## src/rtl/stream_mux_n_pkg.sv

```systemverilog
// Shared helpers for N-channel stream blocks: select-width derivation and
// packed-bus channel slicing.
package stream_mux_n_pkg;

    localparam int unsigned DefaultN = 4;
    localparam int unsigned DefaultW = 8;

    // Never narrower than one bit, so a 2-channel block still has a select line.
    function automatic int unsigned sel_width(input int unsigned n);
        int unsigned w;
        w = 1;
        while ((32'd1 << w) < n) begin
            w++;
        end
        return w;
    endfunction

    // Low bit of channel ch in a packed bus of w-bit channels.
    function automatic int unsigned slice_lo(input int unsigned ch, input int unsigned w);
        return ch * w;
    endfunction

endpackage

```

## src/rtl/stream_mux_n_if.sv

```systemverilog
// Producer/consumer-side bundle of stream_mux_n: N input streams, one output stream,
// channel select and status.
interface stream_mux_n_if
    import stream_mux_n_pkg::*;
#(
    parameter int unsigned N = DefaultN,
    parameter int unsigned W = DefaultW
);

    localparam int unsigned SELW = sel_width(N);

    logic [SELW-1:0] sel;
    logic [N*W-1:0]  in_data;
    logic [N-1:0]    in_valid;
    logic [N-1:0]    in_last;
    logic [N-1:0]    in_ready;
    logic [W-1:0]    out_data;
    logic            out_valid;
    logic            out_last;
    logic            out_ready;
    logic [SELW-1:0] out_ch;
    logic            locked;
    logic            sel_err;

    // Environment side: producers, consumer and select controller.
    modport master (
        output sel, in_data, in_valid, in_last, out_ready,
        input  in_ready, out_data, out_valid, out_last, out_ch, locked, sel_err
    );

    // Mux side.
    modport slave (
        input  sel, in_data, in_valid, in_last, out_ready,
        output in_ready, out_data, out_valid, out_last, out_ch, locked, sel_err
    );

endinterface

```

## src/rtl/stream_reg_slice.sv

```systemverilog
// Single-entry valid/ready register stage; loads while draining so a held-high
// out_ready_i sustains one beat per cycle.
module stream_reg_slice #(
    parameter int unsigned Width = 8
) (
    input  logic             clk,
    input  logic             rst_n,
    input  logic             in_valid_i,
    output logic             in_ready_o,
    input  logic [Width-1:0] in_data_i,
    output logic             out_valid_o,
    input  logic             out_ready_i,
    output logic [Width-1:0] out_data_o
);

    logic             valid_q, valid_d;
    logic [Width-1:0] data_q, data_d;
    logic             can_load;

    always_comb begin
        can_load = !valid_q || out_ready_i;
        valid_d  = valid_q;
        data_d   = data_q;
        if (in_valid_i && can_load) begin
            valid_d = 1'b1;
            data_d  = in_data_i;
        end else if (out_ready_i) begin
            valid_d = 1'b0;
        end
    end

    always_ff @(posedge clk or negedge rst_n) begin
        if (!rst_n) begin
            valid_q <= 1'b0;
            data_q  <= '0;
        end else begin
            valid_q <= valid_d;
            data_q  <= data_d;
        end
    end

    assign in_ready_o  = can_load;
    assign out_valid_o = valid_q;
    assign out_data_o  = data_q;

endmodule

```

## src/rtl/stream_mux_n.sv

```systemverilog
// N-input stream multiplexer with registered output and optional packet locking,
// so a packet's beats all come from one channel once its first beat is taken.
module stream_mux_n
    import stream_mux_n_pkg::*;
#(
    parameter int unsigned N        = DefaultN,
    parameter int unsigned W        = DefaultW,
    parameter bit          LOCK_PKT = 1'b1
) (
    input logic           clk,
    input logic           rst_n,
    stream_mux_n_if.slave bus
);

    localparam int unsigned SELW = sel_width(N);
    localparam int unsigned PW   = W + 1 + SELW;

    logic [SELW-1:0] active_sel_q, active_sel_d;
    logic            locked_q, locked_d;
    logic            sel_err_q, sel_err_d;

    logic [SELW-1:0] grant;
    logic            sel_in_range;
    logic [W-1:0]    grant_data;
    logic            grant_valid;
    logic            grant_last;
    logic            slice_ready;
    logic            accept;
    logic [PW-1:0]   slice_out;

    always_comb begin
        sel_in_range = 32'(bus.sel) < N;
        grant        = active_sel_q;
        if (!locked_q && sel_in_range) begin
            grant = bus.sel;
        end
    end

    // Equality-gated gather keeps non-granted channel data (possibly X) off the outputs.
    always_comb begin
        grant_data   = '0;
        grant_valid  = 1'b0;
        grant_last   = 1'b0;
        bus.in_ready = '0;
        for (int unsigned i = 0; i < N; i++) begin
            if (grant == SELW'(i)) begin
                grant_data      = bus.in_data[slice_lo(i, W) +: W];
                grant_valid     = bus.in_valid[i];
                grant_last      = bus.in_last[i];
                bus.in_ready[i] = slice_ready;
            end
        end
    end

    always_comb begin
        accept       = grant_valid && slice_ready;
        active_sel_d = active_sel_q;
        locked_d     = locked_q;
        if (accept) begin
            active_sel_d = grant;
            locked_d     = LOCK_PKT && !grant_last;
        end
        sel_err_d = !locked_q && !sel_in_range;
    end

    always_ff @(posedge clk or negedge rst_n) begin
        if (!rst_n) begin
            active_sel_q <= '0;
            locked_q     <= 1'b0;
            sel_err_q    <= 1'b0;
        end else begin
            active_sel_q <= active_sel_d;
            locked_q     <= locked_d;
            sel_err_q    <= sel_err_d;
        end
    end

    stream_reg_slice #(
        .Width (PW)
    ) u_out_slice (
        .clk         (clk),
        .rst_n       (rst_n),
        .in_valid_i  (grant_valid),
        .in_ready_o  (slice_ready),
        .in_data_i   ({grant_last, grant, grant_data}),
        .out_valid_o (bus.out_valid),
        .out_ready_i (bus.out_ready),
        .out_data_o  (slice_out)
    );

    assign {bus.out_last, bus.out_ch, bus.out_data} = slice_out;
    assign bus.locked  = locked_q;
    assign bus.sel_err = sel_err_q;

    a_ready_onehot0 : assert property (@(posedge clk) disable iff (!rst_n)
        $onehot0(bus.in_ready));

    a_hold_under_backpressure : assert property (@(posedge clk) disable iff (!rst_n)
        (bus.out_valid && !bus.out_ready) |=> (bus.out_valid && $stable(slice_out)));

    a_no_lock_when_disabled : assert property (@(posedge clk) disable iff (!rst_n)
        !LOCK_PKT |-> !locked_q);

    a_out_ch_in_range : assert property (@(posedge clk) disable iff (!rst_n)
        bus.out_valid |-> (32'(bus.out_ch) < N));

endmodule

```

## src/flat_wrapper.sv

```systemverilog
// flat-port wrapper written by rule: the top's interface ports become plain ports
module stream_mux_n_flat import stream_mux_n_pkg::*;
#(
    parameter int unsigned N        = DefaultN,
    parameter int unsigned W        = DefaultW,
    parameter bit          LOCK_PKT = 1'b1
)
  (clk, rst_n, bus_sel, bus_in_data, bus_in_valid, bus_in_last, bus_out_ready, bus_in_ready, bus_out_data, bus_out_valid, bus_out_last, bus_out_ch, bus_locked, bus_sel_err);
  stream_mux_n_if #(.N(N), .W(W)) bus_i ();
  input logic clk;
  input logic rst_n;
  input wire logic [$bits(bus_i.sel)-1:0] bus_sel;
  input wire logic [$bits(bus_i.in_data)-1:0] bus_in_data;
  input wire logic [$bits(bus_i.in_valid)-1:0] bus_in_valid;
  input wire logic [$bits(bus_i.in_last)-1:0] bus_in_last;
  input wire logic [$bits(bus_i.out_ready)-1:0] bus_out_ready;
  output wire logic [$bits(bus_i.in_ready)-1:0] bus_in_ready;
  output wire logic [$bits(bus_i.out_data)-1:0] bus_out_data;
  output wire logic [$bits(bus_i.out_valid)-1:0] bus_out_valid;
  output wire logic [$bits(bus_i.out_last)-1:0] bus_out_last;
  output wire logic [$bits(bus_i.out_ch)-1:0] bus_out_ch;
  output wire logic [$bits(bus_i.locked)-1:0] bus_locked;
  output wire logic [$bits(bus_i.sel_err)-1:0] bus_sel_err;
  assign bus_i.sel = bus_sel;
  assign bus_i.in_data = bus_in_data;
  assign bus_i.in_valid = bus_in_valid;
  assign bus_i.in_last = bus_in_last;
  assign bus_i.out_ready = bus_out_ready;
  assign bus_in_ready = bus_i.in_ready;
  assign bus_out_data = bus_i.out_data;
  assign bus_out_valid = bus_i.out_valid;
  assign bus_out_last = bus_i.out_last;
  assign bus_out_ch = bus_i.out_ch;
  assign bus_locked = bus_i.locked;
  assign bus_sel_err = bus_i.sel_err;
  stream_mux_n #(.N(N), .W(W), .LOCK_PKT(LOCK_PKT)) u_core (.clk(clk), .rst_n(rst_n), .bus(bus_i));
endmodule
```

## config.mk

```make
export PLATFORM = sky130hd
export DESIGN_NAME = stream_mux_n_flat
export DESIGN_NICKNAME = d
export VERILOG_FILES = /design/src/rtl/stream_mux_n_pkg.sv /design/src/rtl/stream_mux_n_if.sv /design/src/rtl/stream_reg_slice.sv /design/src/rtl/stream_mux_n.sv /design/src/flat_wrapper.sv
export SDC_FILE = /design/constraint.sdc
export NUM_CORES = 1
export LEC_CHECK = 0
export ABC_AREA = 1
export ABC_CLOCK_PERIOD_IN_PS = 4700
export BUFFER_PORTS_ARGS = -buffer_cell sky130_fd_sc_hd__buf_2
export CAP_MARGIN = 20
export CELL_PAD_IN_SITES_DETAIL_PLACEMENT = 2
export CELL_PAD_IN_SITES_GLOBAL_PLACEMENT = 2
export CORE_ASPECT_RATIO = 1.2
export CORE_MARGIN = 2
export CORE_UTILIZATION = 22
export DETAILED_ROUTE_END_ITERATION = 7
export MAX_ROUTING_LAYER = met4
export PLACE_DENSITY = 0.81
export SLEW_MARGIN = 20
export SYNTH_ARGS = -nofsm -noshare
export SYNTH_HDL_FRONTEND = slang
export SYNTH_HIERARCHICAL = 1
export SYNTH_SLANG_ARGS = --single-unit
```

## constraint.sdc

```tcl
create_clock -name clk -period 4.7 [get_ports clk]
set_clock_uncertainty 0.1 [all_clocks]
set_input_delay 0.94 -clock clk [delete_from_list [all_inputs] [get_ports clk]]
set_output_delay 0.94 -clock clk [all_outputs]
set_load 0.01 [all_outputs]
```

==> impl_metrics.tcl <==
set metrics [dict create \
    crit_path_start_kind "input pin" \
    cts_root_buf "clkbuf_8" \
    worst_ep_required_time_ns 3.66 \
    layout_commonest_cell "nand2_1" \
    crit_path_end_kind "output port" \
    rsz0062_at_grt "false" \
    dp_hpwl_mm 2.801 \
    grt-ovfl-total 0 \
    wl_per_cell_um 12.59 \
    ys_warn_count 6 \
    internal-power_w 0.0004561 \
    synth_top_family_by_area "simple AND/OR/NAND/NOR gates" \
    synthMuxAreaShare_pct 0 \
    die_area_um2 5216 \
    p_seq_share_pct 25.0 \
    final_core_util_pct 31.21 \
    p_sw_w 0.0004766 \
    p_leak_nw 0.8194 \
    clock_sinks 15 \
    status "complete, no violations" \
    sw_frac_of_total_pct 51.10 \
    period_share_pct 59.09 \
    cts_buffers 3 \
    arrival_ns 1.74 \
    wl_mm 3.337 \
    fmax_ghz 0.3600 \
    syn_area_um2 1023 \
    cp_max_fo 18 \
    whs_ns 0.3685 \
    worst_ir_drop_vdd_mv 0.1800 \
    seqCellArea_um2 375.4 \
    rows 27 \
    gp_congestion 0.7534 \
    tightest_slew_ns 0.5470 \
    drive_gt1_share_pct 37.68 \
    pwr-share-comb_pct 63.7 \
    cts_tree "done" \
    synth_xor_area_share_pct 0 \
    yosys.area_share.simple_pct 54.40 \
    portBuffers 61 \
    start_util_pct 22.61 \
    grt_pass1_vias 1198 \
    synth_compound_area_share_pct 0.9780 \
    gr-usage-all-layers_pct 13.75 \
    drcViolationCount 0 \
    nNetsFinal 253 \
    clock_latency_ns 0.25 \
    nFillCells 581 \
    vias 1159 \
    mostFrequentLayoutCells "71 x nand2_1, 61 x buf_2, 18 x nand3_1, 15 x dfrtp_1, 9 x inv_1" \
    yosys-top-cells-area "dfrtp_1 37%, nand2_1 26%, nand3_1 8.8%" \
    cap_violations 0 \
    drv_slew 0 \
    antenna_found_initial 0 \
    cts_resized 0 \
    synth_nets 191 \
    min_path_type "reg -> reg" \
    drt_iter0_markers 40 \
    antenna_cells 0 \
    multi_input_area_um2 570.5 \
    die_w_um 66.27 \
    total_power_w 0.0009326 \
    seq_area_frac_synth_pct 36.67 \
    place_ws_ns 1.924 \
    synth_seq_cells 15 \
    ys_types 16 \
    setup_tns_ns 0 \
    areaGrowthSynthToFinish_pct 38.02 \
    cts_hold_buffers 0 \
    powerDensity_nw_per_um2 660.2 \
    path_clk_slew_ns 0.07 \
    core_area_um2 4527 \
    post_cts_buffers 0 \
    grt_pass1_wl_mm 5.451 \
    cts.htree.levels 1 \
    post-route-min-period_ns 2.777 \
    syn_inst 146 \
    via_per_inst 4.374 \
    avgSynthCellArea_um2 7.010 \
    netlist.top_cell.by_area "dfrtp_1" \
    firstDrtPassIters 4 \
    finalSetupViolations 0 \
    clkPwrFrac_pct 11.3 \
    hold_viol 0 \
    synth_top_cell_area_share_pct 36.67 \
    ant_nets 0 \
    die_height_um 78.72 \
    min_path_cells 2 \
    worst_slack_ns 1.923 \
    synth_adder_area_share_pct 0 \
    ios 63 \
    crit_type "in -> out" \
    ctsLongestPathBuffers 2 \
    slew_headroom_pct 63.40 \
    grt_start_max_net_pins 19 \
    ff2ff_path_depth 8 \
]
[power groups by stage]
| stage | combinational, W | clock, W | sequential (W) |
|---|---|---|---|
| final | 0.000594 | 0.000105 | 0.000233 |
| after detailed placement | 0.000609 | 0 | 0.000238 |
| after global routing | 0.000685 | 0.000117 | 0.000244 |
| after global placement | 0.000592 | 0 | 0.000236 |
| after floorplan | 0.000416 | 0 | 0.000257 |
| after CTS | 0.000612 | 0.000108 | 0.000236 |
[sequential cells by signal, summed over array words and instances, names as in the netlist]
signal                          count
u_core/u_out_slice/out_valid_o      1
u_core/active_sel_q                 2
u_core/u_out_slice/out_data_o      11
u_core/bus.locked                   1
[through the flow]
step / area (µm²) / std cells
floorplan: 1023 / 146
global placement: 1364 / 261
detailed placement: 1364 / 261
CTS: 1413 / 265
global route: 1413 / 265
finish: 1413 / 265
[metal layers]
metal | GRT usage, % | vias up | routed length, µm
met1 | 17.02 | 543 | 1440
met3 | 0.9915 | 4 | 87
li1 | - | 583 | -
met2 | 23.90 | 29 | 1755
met5 | - | - | 0
met4 | 3.878 | 0 | 53
[logic make-up (layout without fill, tap and decap cells)]
logic type      Yosys count  after routing
flops                    15             15
buf+inv                  14             75
other cells               1              1
simple gates            114            114
compound gates            2              2
[synth_stat cells]
cell type / n
nand2_1: 71
nand3_1: 18
dfrtp_1: 15
inv_1: 9
nand4_1: 8
nand2_2: 5
nand2_4: 5
nor3_1: 3
buf_4: 2
buf_6: 2
nor2_1: 2
nor2_8: 2
conb_1: 1
inv_4: 1
o21ai_0: 1
o21ai_1: 1
[final timing paths]
check	start	to	slack (ns)
worst min register to register	u_core/u_out_slice/out_data_o[9]$_DFFE_PN0P_	u_core/u_out_slice/out_data_o[9]$_DFFE_PN0P_	0.37
worst min-delay path	u_core/u_out_slice/out_data_o[9]$_DFFE_PN0P_	u_core/u_out_slice/out_data_o[9]$_DFFE_PN0P_	0.37
worst max register to register	u_core/bus.locked$_DFFE_PN0P_	u_core/u_out_slice/out_data_o[2]$_DFFE_PN0P_	2.83
min in group asynchronous	rst_n	u_core/u_out_slice/out_data_o[4]$_DFFE_PN0P_	0.48
worst max-delay path	bus_out_ready	bus_in_ready[2]	1.92
max in group asynchronous	rst_n	u_core/u_out_slice/out_data_o[1]$_DFFE_PN0P_	3.77
[worst max-delay path: stages]
cell	delay, ns
buf_2	0.08
inv_1	0.05
nand2_4	0.18
inv_1	0.13
nor3_1	0.20
buf_2	0.16
[final cells by class]
cell class                      count  share of cell area [%]
Multi-Input combinational cell    117                   40.39
Inverter                           10                   2.834
Clock inverter                      1                  0.5314
Timing Repair Buffer               61                   21.61
Clock buffer                        3                   2.923
Tap cell                           58                   5.137
Sequential cell                    15                   26.57
Note: power is estimated with default switching activity, not from simulation.
